==> src/rtl/dvp_tx.sv <==
// dvp_tx: DVP / OV7670-style camera-bus transmitter.
// Emits vsync/href/8-bit RGB565 data, two bytes per pixel, from internal
// colour bars, an internal x+y ramp, or an external FWFT pixel FIFO.
module dvp_tx #(
  parameter int H_ACTIVE    = 640,
  parameter int V_ACTIVE    = 480,
  parameter int H_BLANK     = 144,
  parameter int VSYNC_LINES = 3,
  parameter int V_BACK      = 17,
  parameter int V_FRONT     = 10
) (
  input  logic        i_clk,
  input  logic        i_rstn,
  input  logic        i_enable,
  input  logic [1:0]  i_mode,
  input  logic [15:0] i_data,
  input  logic        i_empty,
  output logic        o_rd,
  output logic        o_vsync,
  output logic        o_href,
  output logic [7:0]  o_data,
  output logic        o_sof,
  output logic        o_eof,
  output logic        o_busy,
  output logic        o_underflow
);

  localparam int LINE_CLKS = 2 * H_ACTIVE + H_BLANK;
  localparam int HW        = $clog2(LINE_CLKS);
  localparam int V_MAX1    = (VSYNC_LINES > V_BACK) ? VSYNC_LINES : V_BACK;
  localparam int V_MAX2    = (V_ACTIVE > V_FRONT) ? V_ACTIVE : V_FRONT;
  localparam int V_MAX     = (V_MAX1 > V_MAX2) ? V_MAX1 : V_MAX2;
  localparam int VW        = $clog2(V_MAX + 1);
  localparam int BAR_W     = H_ACTIVE / 8;

  localparam logic [HW-1:0] H_LAST = HW'(LINE_CLKS - 1);
  localparam logic [HW-1:0] H_ACT2 = HW'(2 * H_ACTIVE);

  typedef enum logic [2:0] {
    S_IDLE,
    S_VSYNC,
    S_VBACK,
    S_ACTIVE,
    S_VFRONT
  } state_e;

  typedef enum logic [1:0] {
    SRC_BARS,
    SRC_RAMP,
    SRC_EXT
  } src_e;

  state_e        state_q, state_d;
  logic [HW-1:0] h_cnt_q, h_cnt_d;
  logic [VW-1:0] v_cnt_q, v_cnt_d;
  src_e          mode_q, mode_d;
  logic [7:0]    lo_q, lo_d;
  logic          uf_q, uf_d;

  logic [VW-1:0] v_len;
  logic          line_end;
  logic          state_end;

  logic [HW-1:0] x;
  logic [HW-1:0] bar_idx;
  logic          even;
  logic          href;
  logic          ext_slot;
  logic [15:0]   bar_pix;
  logic [15:0]   ramp_pix;
  logic [7:0]    byte_out;

  // Line periods spent in the current state.
  always_comb begin
    v_len = '0;
    case (state_q)
      S_VSYNC:  v_len = VW'(VSYNC_LINES);
      S_VBACK:  v_len = VW'(V_BACK);
      S_ACTIVE: v_len = VW'(V_ACTIVE);
      S_VFRONT: v_len = VW'(V_FRONT);
      default:  v_len = '0;
    endcase
  end

  assign line_end  = (h_cnt_q == H_LAST);
  assign state_end = line_end && (v_cnt_q == (v_len - VW'(1)));

  // State register plus all registered datapath state.
  always_ff @(posedge i_clk or negedge i_rstn) begin
    if (!i_rstn) begin
      state_q <= S_IDLE;
      h_cnt_q <= '0;
      v_cnt_q <= '0;
      mode_q  <= SRC_BARS;
      lo_q    <= '0;
      uf_q    <= 1'b0;
    end else begin
      state_q <= state_d;
      h_cnt_q <= h_cnt_d;
      v_cnt_q <= v_cnt_d;
      mode_q  <= mode_d;
      lo_q    <= lo_d;
      uf_q    <= uf_d;
    end
  end

  // Next-state: all frame-phase transitions fall on the last clock of a line.
  always_comb begin
    state_d = state_q;
    case (state_q)
      S_IDLE:   if (i_enable)  state_d = S_VSYNC;
      S_VSYNC:  if (state_end) state_d = S_VBACK;
      S_VBACK:  if (state_end) state_d = S_ACTIVE;
      S_ACTIVE: if (state_end) state_d = S_VFRONT;
      S_VFRONT: if (state_end) state_d = i_enable ? S_VSYNC : S_IDLE;
      default:  state_d = S_IDLE;
    endcase
  end

  // Counters, frame-source latch and external-FIFO byte holding.
  always_comb begin
    h_cnt_d = '0;
    v_cnt_d = '0;
    if (state_q != S_IDLE) begin
      h_cnt_d = line_end ? '0 : h_cnt_q + HW'(1);
      if (line_end) v_cnt_d = state_end ? '0 : v_cnt_q + VW'(1);
      else          v_cnt_d = v_cnt_q;
    end

    mode_d = mode_q;
    if (state_d == S_VSYNC && state_q != S_VSYNC) begin
      case (i_mode)
        2'd1:    mode_d = SRC_RAMP;
        2'd2:    mode_d = SRC_EXT;
        default: mode_d = SRC_BARS;
      endcase
    end

    // Low byte of the popped word is held for the odd slot; starvation sends 0000.
    lo_d = lo_q;
    uf_d = uf_q;
    if (ext_slot) begin
      lo_d = i_empty ? 8'h00 : i_data[7:0];
      if (i_empty) uf_d = 1'b1;
    end
  end

  // Output decode from registered state/counters.
  always_comb begin
    x        = h_cnt_q >> 1;
    even     = ~h_cnt_q[0];
    href     = (state_q == S_ACTIVE) && (h_cnt_q < H_ACT2);
    ext_slot = href && even && (mode_q == SRC_EXT);
    bar_idx  = x / HW'(BAR_W);
    ramp_pix = 16'(x) + 16'(v_cnt_q);

    case (bar_idx)
      HW'(0):  bar_pix = 16'hFFFF;
      HW'(1):  bar_pix = 16'hFFE0;
      HW'(2):  bar_pix = 16'h07FF;
      HW'(3):  bar_pix = 16'h07E0;
      HW'(4):  bar_pix = 16'hF81F;
      HW'(5):  bar_pix = 16'hF800;
      HW'(6):  bar_pix = 16'h001F;
      default: bar_pix = 16'h0000;
    endcase

    case (mode_q)
      SRC_RAMP: byte_out = even ? ramp_pix[15:8] : ramp_pix[7:0];
      SRC_EXT:  byte_out = even ? (i_empty ? 8'h00 : i_data[15:8]) : lo_q;
      default:  byte_out = even ? bar_pix[15:8] : bar_pix[7:0];
    endcase

    o_vsync     = (state_q == S_VSYNC);
    o_href      = href;
    o_data      = href ? byte_out : 8'h00;
    o_rd        = ext_slot && !i_empty;
    o_sof       = (state_q == S_VSYNC) && (v_cnt_q == '0) && (h_cnt_q == '0);
    o_eof       = (state_q == S_VFRONT) && state_end;
    o_busy      = (state_q != S_IDLE);
    o_underflow = uf_q;
  end

endmodule

==> config.mk <==
export PLATFORM = sky130hd
export DESIGN_NAME = dvp_tx
export DESIGN_NICKNAME = d
export VERILOG_FILES = /design/src/rtl/dvp_tx.sv
export SDC_FILE = /design/constraint.sdc
export NUM_CORES = 1
export LEC_CHECK = 0
export CORE_MARGIN = 1.5
export CORE_UTILIZATION = 40
export CTS_CLUSTER_DIAMETER = 50
export DETAILED_ROUTE_END_ITERATION = 16
export PLACE_DENSITY = 0.69
export SLEW_MARGIN = 25
export SYNTH_ARGS = -nofsm -noshare
export SYNTH_HDL_FRONTEND = slang
export SYNTH_SLANG_ARGS = --single-unit
==> constraint.sdc <==
create_clock -name i_clk -period 9.24 [get_ports i_clk]
set_clock_uncertainty 0.2 [all_clocks]
set_input_delay 1.848 -clock i_clk [delete_from_list [all_inputs] [get_ports i_clk]]
set_output_delay 1.848 -clock i_clk [all_outputs]
set_load 0.01 [all_outputs]
======== Yosys cells after proc, flatten, opt, wreduce, memory -nomap -nowiden ========
Cells that the tools add are included.
word-level totals
  bits in latches ......................... 0
  memories kept ........................... 0
  memory bits (writable) .................. 0
  word-level logic and storage cells ...... 70
  bits in registers ....................... 34
  memory bits (read-only) ................. 0
operators by class
  add/subtract/negate cells ............... 4
  bitwise operators ....................... 1
  div/mod/pow operators ................... 1
  shifts and indexed selects .............. 0
  magnitude comparators ................... 1
  eq/ne operators ......................... 19
  $mul .................................... 0
  muxes and demuxes ....................... 22
  reduce and logical (&&, ||, !) cells .... 16
operators by type and width
  operator               number
  $pmux 16 s7            1
  $mux 8                 6
  $pmux 9 s4             1
  $eq 11x3->1 const B    3
  $mux 9                 3
  $eq 11x2->1 const B    2
  $logic_not 11->1       2
  $mux 11                2
  $pmux 8 s2             1
  $mux 3                 5
  $pmux 3 s5             1
  $add 10x9->11          1
  $add 11x1->11 const B  1
  $div 10x7->11 const B  1
  $eq 11x1->1 const B    1
  $eq 11x11->1 const B   1
  $lt 11x11->1 const B   1
  $add 9x1->9 const B    1
  $eq 9x9->1             1
  $logic_and 1x1->1      9
  $logic_not 9->1        1
  $sub 9x1->9 const B    1
  $eq 3x1->1 const B     2
  $eq 3x2->1 const B     2
  12 further kinds       14

======== Logic depth before layout (Yosys ltp) ========
  word-level depth ........................ 9
  mapped depth ............................ 13

======== Least setup slack after synthesis ========
No wires, ideal clock.
  path type ............................... flip-flop to output port
  from .................................... register state_q[0]
  to ...................................... output port o_eof
  data required time ...................... 7.192 ns
  cell stages (with the launch flop) ...... 12
  data arrival time ....................... 2.809 ns
  slack ................................... 4.383 ns
  cell sequence ........................... dfrtp_1 > clkbuf_1 > nand2b_1 > nor2_1 > a21oi_1 > ha_1 > ha_1 > xnor2_1 > nor4_1 > nand4_4 > clkbuf_1 > nor3_1
on the way
  longest elaborated chain between the ends .. 6
ends and longest elaborated chain
  element                 RTL line  RTL
  start, declared         53        state_e state_q, state_d;
  start signal, assigned  98        state_q <= state_d;
  $eq 3x1->1              -
  named net o_vsync       19        output logic o_vsync,
  $pmux 9 s4              76        case (state_q)
  $sub 9x1->9             86        assign state_end = line_end && (v_cnt_q == (v_len - VW'(1)));
  $eq 9x9->1              86
  $logic_and 1x1->1       86
  $logic_and 1x1->1       179       o_eof = (state_q == S_VFRONT) && state_end;
  end, declared           23        output logic o_eof,
The timed path passes the listed nets, and every way through them passes these cells.

======== Final worst setup path ========
  from .................................... input port i_empty
  to ...................................... output port o_data[1]
on the way
  longest elaborated chain between the ends .. 4
ends and longest elaborated chain
  element               RTL line  RTL
  start, declared       17        input logic i_empty,
  $mux 8 (2 in series)  170       SRC_EXT: byte_out = even ? (i_empty ? 8'h00 : i_data[15:8]) : lo_q;
  $pmux 8 s2            168       case (mode_q)
  $mux 8                176       o_data = href ? byte_out : 8'h00;
  end, declared         21        output logic [7:0] o_data,
Every way passes these cells.

==> run_results.csv <==
group,metric,value,unit
worst_setup_path,r2r-end,"state_q[1]$_DFF_PN0_",
synth,synth.area.top_cells,"dfrtp_1 (30%), ha_1 (7.4%), nor2_1 (4.4%)",
finish,n_antenna_cell,0,
worst_setup_path,cp-startpoint,"i_empty",
synth,ys_seq_area_frac,0.296,
clock_network,ctsResizeCount,0,
floorplan,die_w,87.8,um
finish,final_util,0.490,
timing,clock.fmax,0.164,GHz
synth,synth_area,2880,um^2
timing,final-hold-violation-count,0,
synth,synth_flop_cell,"dfrtp_1",
worst_setup_path,crit_buf_inv,2,
timing,min_period,6.09,ns
timing,grt_setup_unrepaired,"false",
timing,period_share,0.659,
worst_setup_path,cpLargestDelayFamily,"buffers and inverters",
floorplan,die_h,87.8,um
finish,fin_area,3360,um^2
clock_network,cts-hold-fix-buffers,0,
worst_setup_path,crit_path_frequent_cell,"clkdlybuf4s50_1",
synth,synth.distinct_cells,58,
synth,syn_nets,393,
worst_setup_path,cp.required,7.19,ns
global_route,grt_max_degree,35,
flow_run,drv_cap,0,
place,dp_hpwl,5.46,mm
worst_setup_path,end_kind,"output pin",
worst_setup_path,crit_type,"input port to output pin",
floorplan,initial_utilization,0.419,
power_and_ir_drop,peakVddDrop,37.0,uV
synth,yosys.area.top_type,"dfrtp_1",
worst_setup_path,crit_cells,7,
worst_setup_path,slowest_delay,0.58,ns
timing,tns,0,ns
detailed_routing,wl,7.61,mm
floorplan,rows,30,
global_route,grt_usage,0.211,
place,gp_congestion,0.840,
detailed_routing,vias_per_cell,5.79,
floorplan,core_area,6870,um^2
power_and_ir_drop,pwr-share-clk,0.403,
synth,ys_ff_latch,34,
worst_setup_path,critPathSlowestCell,"clkdlybuf4s50_1",
detailed_routing,drt_iter0_markers,169,
timing,tightest_slew,0.927,ns
synth,synth_edf_count,0,
detailed_routing,ant_nets,0,
worst_setup_path,endpoint,"o_data[1]",
clock_network,cts_buffer_depth,2,
timing,slew_headroom,0.377,
worst_setup_path,path_max_fanout,12,
power_and_ir_drop,seqPwrFrac,0.543,
synth,syn_avg_cell_area,8.15,um^2
worst_setup_path,r2r_start,"state_q[1]$_DFF_PN0_",
timing,setup_viol,0,
global_route,grt_pass1_wl,12.7,mm
detailed_routing,dr.pass1.iters,6,
synth,synth.top_cell.area_share,0.296,
worst_setup_path,rrSetupSlack,5.82,ns
clock_network,clk_pin_slew,0.07,ns
worst_hold_path,hold_start,"lo_q[6]$_DFFE_PN0P_",
global_route,grt_pass1_vias,2571,
run_status,status,"finished clean",
power_and_ir_drop,switching_share,0.215,
detailed_routing,vias,2725,
clock_network,insertion_delay,0.29,ns
power_and_ir_drop,power.density,81.5,nW/um^2
worst_setup_path,cp.arrival,4.04,ns
floorplan,die-area,7710,um^2
clock_network,htreeDepth,2,
place,port_buffers,36,
detailed_routing,drt-wirelength-per-cell,16.2,um
synth,synth_warnings,0,
finish,final_nets,416,
detailed_routing,drc_errors,0,
floorplan,ios,37,
clock_network,cts_root_buffer,"clkbuf_8",
synth,yosys-top-cells-count,"dfrtp_1 (34), nor2_1 (34), nand2_1 (33)",
clock_network,clkSinkCount,34,
clock_network,cts_setup_buffers,0,
worst_setup_path,reg2reg_depth,9,
finish,area_growth,17.0,%
power_and_ir_drop,p_leak,0.00144,uW
global_route,grt_overflow,0,
power_and_ir_drop,switchingPower,58.8,uW
power_and_ir_drop,internal_power,215,uW
worst_setup_path,start_kind,"input port",
worst_setup_path,crit_chain,"clkdlybuf4s50_1, nor2_1, a22o_1, a221o_1, a21oi_1, nor3_1, clkdlybuf4s50_1",
clock_network,cts_buffers,5,
worst_hold_path,hold_path_class,"register to register",
place,placement.cell_area,3280,um^2
clock_network,cts_tree,"yes",
timing,slew_viol_final,0,
power_and_ir_drop,combPwrFrac,0.054,
synth,synth-async-reset-ratio,1.00,
synth,synth_cells,353,
finish,layout-drive-gt1-share,0.0453,
global_route,antenna_found_initial,0,
-- power by group through the flow --
stage                     clock network [uW]  logic, uW  registers [uW]
after global routing                     119       16.4             149
after global placement                     0       15.2             152
after detailed placement                   0       15.2             152
after floorplan                            0       1.84             152
final                                    111       14.8             149
after CTS                                113       15.3             149
-- worst min path at each step --
| stage | to | slack [ns] | cells past startpoint |
|---|---|---|---|
| 6_report | lo_q[6]$_DFFE_PN0P_ | 0.29 | 2 |
| 4_1_cts | lo_q[5]$_DFFE_PN0P_ | 0.29 | 2 |
| 3_3_place_gp | o_underflow$_DFFE_PN0P_ | 0.27 | 1 |
| 2_1_floorplan | lo_q[6]$_DFFE_PN0P_ | 0.25 | 2 |
| 5_1_grt | o_underflow$_DFFE_PN0P_ | 0.31 | 1 |
| 3_5_place_dp | lo_q[5]$_DFFE_PN0P_ | 0.28 | 2 |
-- routing by layer --
layer	share of wire	GRT usage	wire length (um)	vias up
met5	0	0	0	-
met1	0.48	0.289	3680	1318
met2	0.47	0.335	3560	65
met3	0.035	0.0368	265	12
li1	-	-	-	1330
met4	0.013	0.0736	102	0
-- registers in the layout, summed over array words and instances (netlist names) --
signal	flops
lo_q	8
h_cnt_q	11
state_q	3
o_underflow	1
v_cnt_q	9
mode_q	2
-- logic make-up after synthesis --
kind of cell / share of synthesized area
xor gates and xnor gates: 0.0792
buffers and inverters: 0.0431
DFF: 0.296
and+or+nand+nor: 0.265
adders and majority gates: 0.0809
muxes: 0.0104
AOI/OAI and AO/OA: 0.226
-- cell usage in the layout (no fill, tap or decap), types with 7 or more instances in the layout --
| cell | count |
|---|---|
| nor3_1 | 15 |
| nor2_1 | 34 |
| and3_1 | 8 |
| o21ai_0 | 21 |
| dfrtp_1 | 34 |
| a22o_1 | 7 |
| nand3_1 | 15 |
| xnor2_1 | 14 |
| a21oi_1 | 17 |
| clkdlybuf4s50_1 | 36 |
| xor2_1 | 12 |
| ha_1 | 17 |
| nand2b_1 | 11 |
| inv_1 | 10 |
| nand2_1 | 33 |
-- stage by stage --
| stage | std cells | power (uW) | setup WS, ns | hold WS [ns] |
|---|---|---|---|---|
| 2_1_floorplan | 353 | 154 | 4.38 | 0.250 |
| 3_3_place_gp | 465 | 167 | 3.23 | 0.267 |
| 3_5_place_dp | 465 | 167 | 3.16 | 0.278 |
| 4_1_cts | 471 | 277 | 3.16 | 0.294 |
| 5_1_grt | 471 | 284 | 3.03 | 0.310 |
| 6_report | 471 | 274 | 3.15 | 0.290 |
-- area by class of cell --
class / count / area (um^2)
timing repair buffer: 37 / 368
sequential: 34 / 851
tap: 96 / 120
fill: 675 / 3500
clock buffer: 6 / 82.6
inverter: 11 / 41.3
multi-input combinational: 287 / 1900
-- tightest hold or removal path, stage by stage, from the launching register on --
cell and delay, ns:
dfrtp_1 0.35, nand2_1 0.05, o21ai_0 0.06
(Power assumes the default switching activity.)
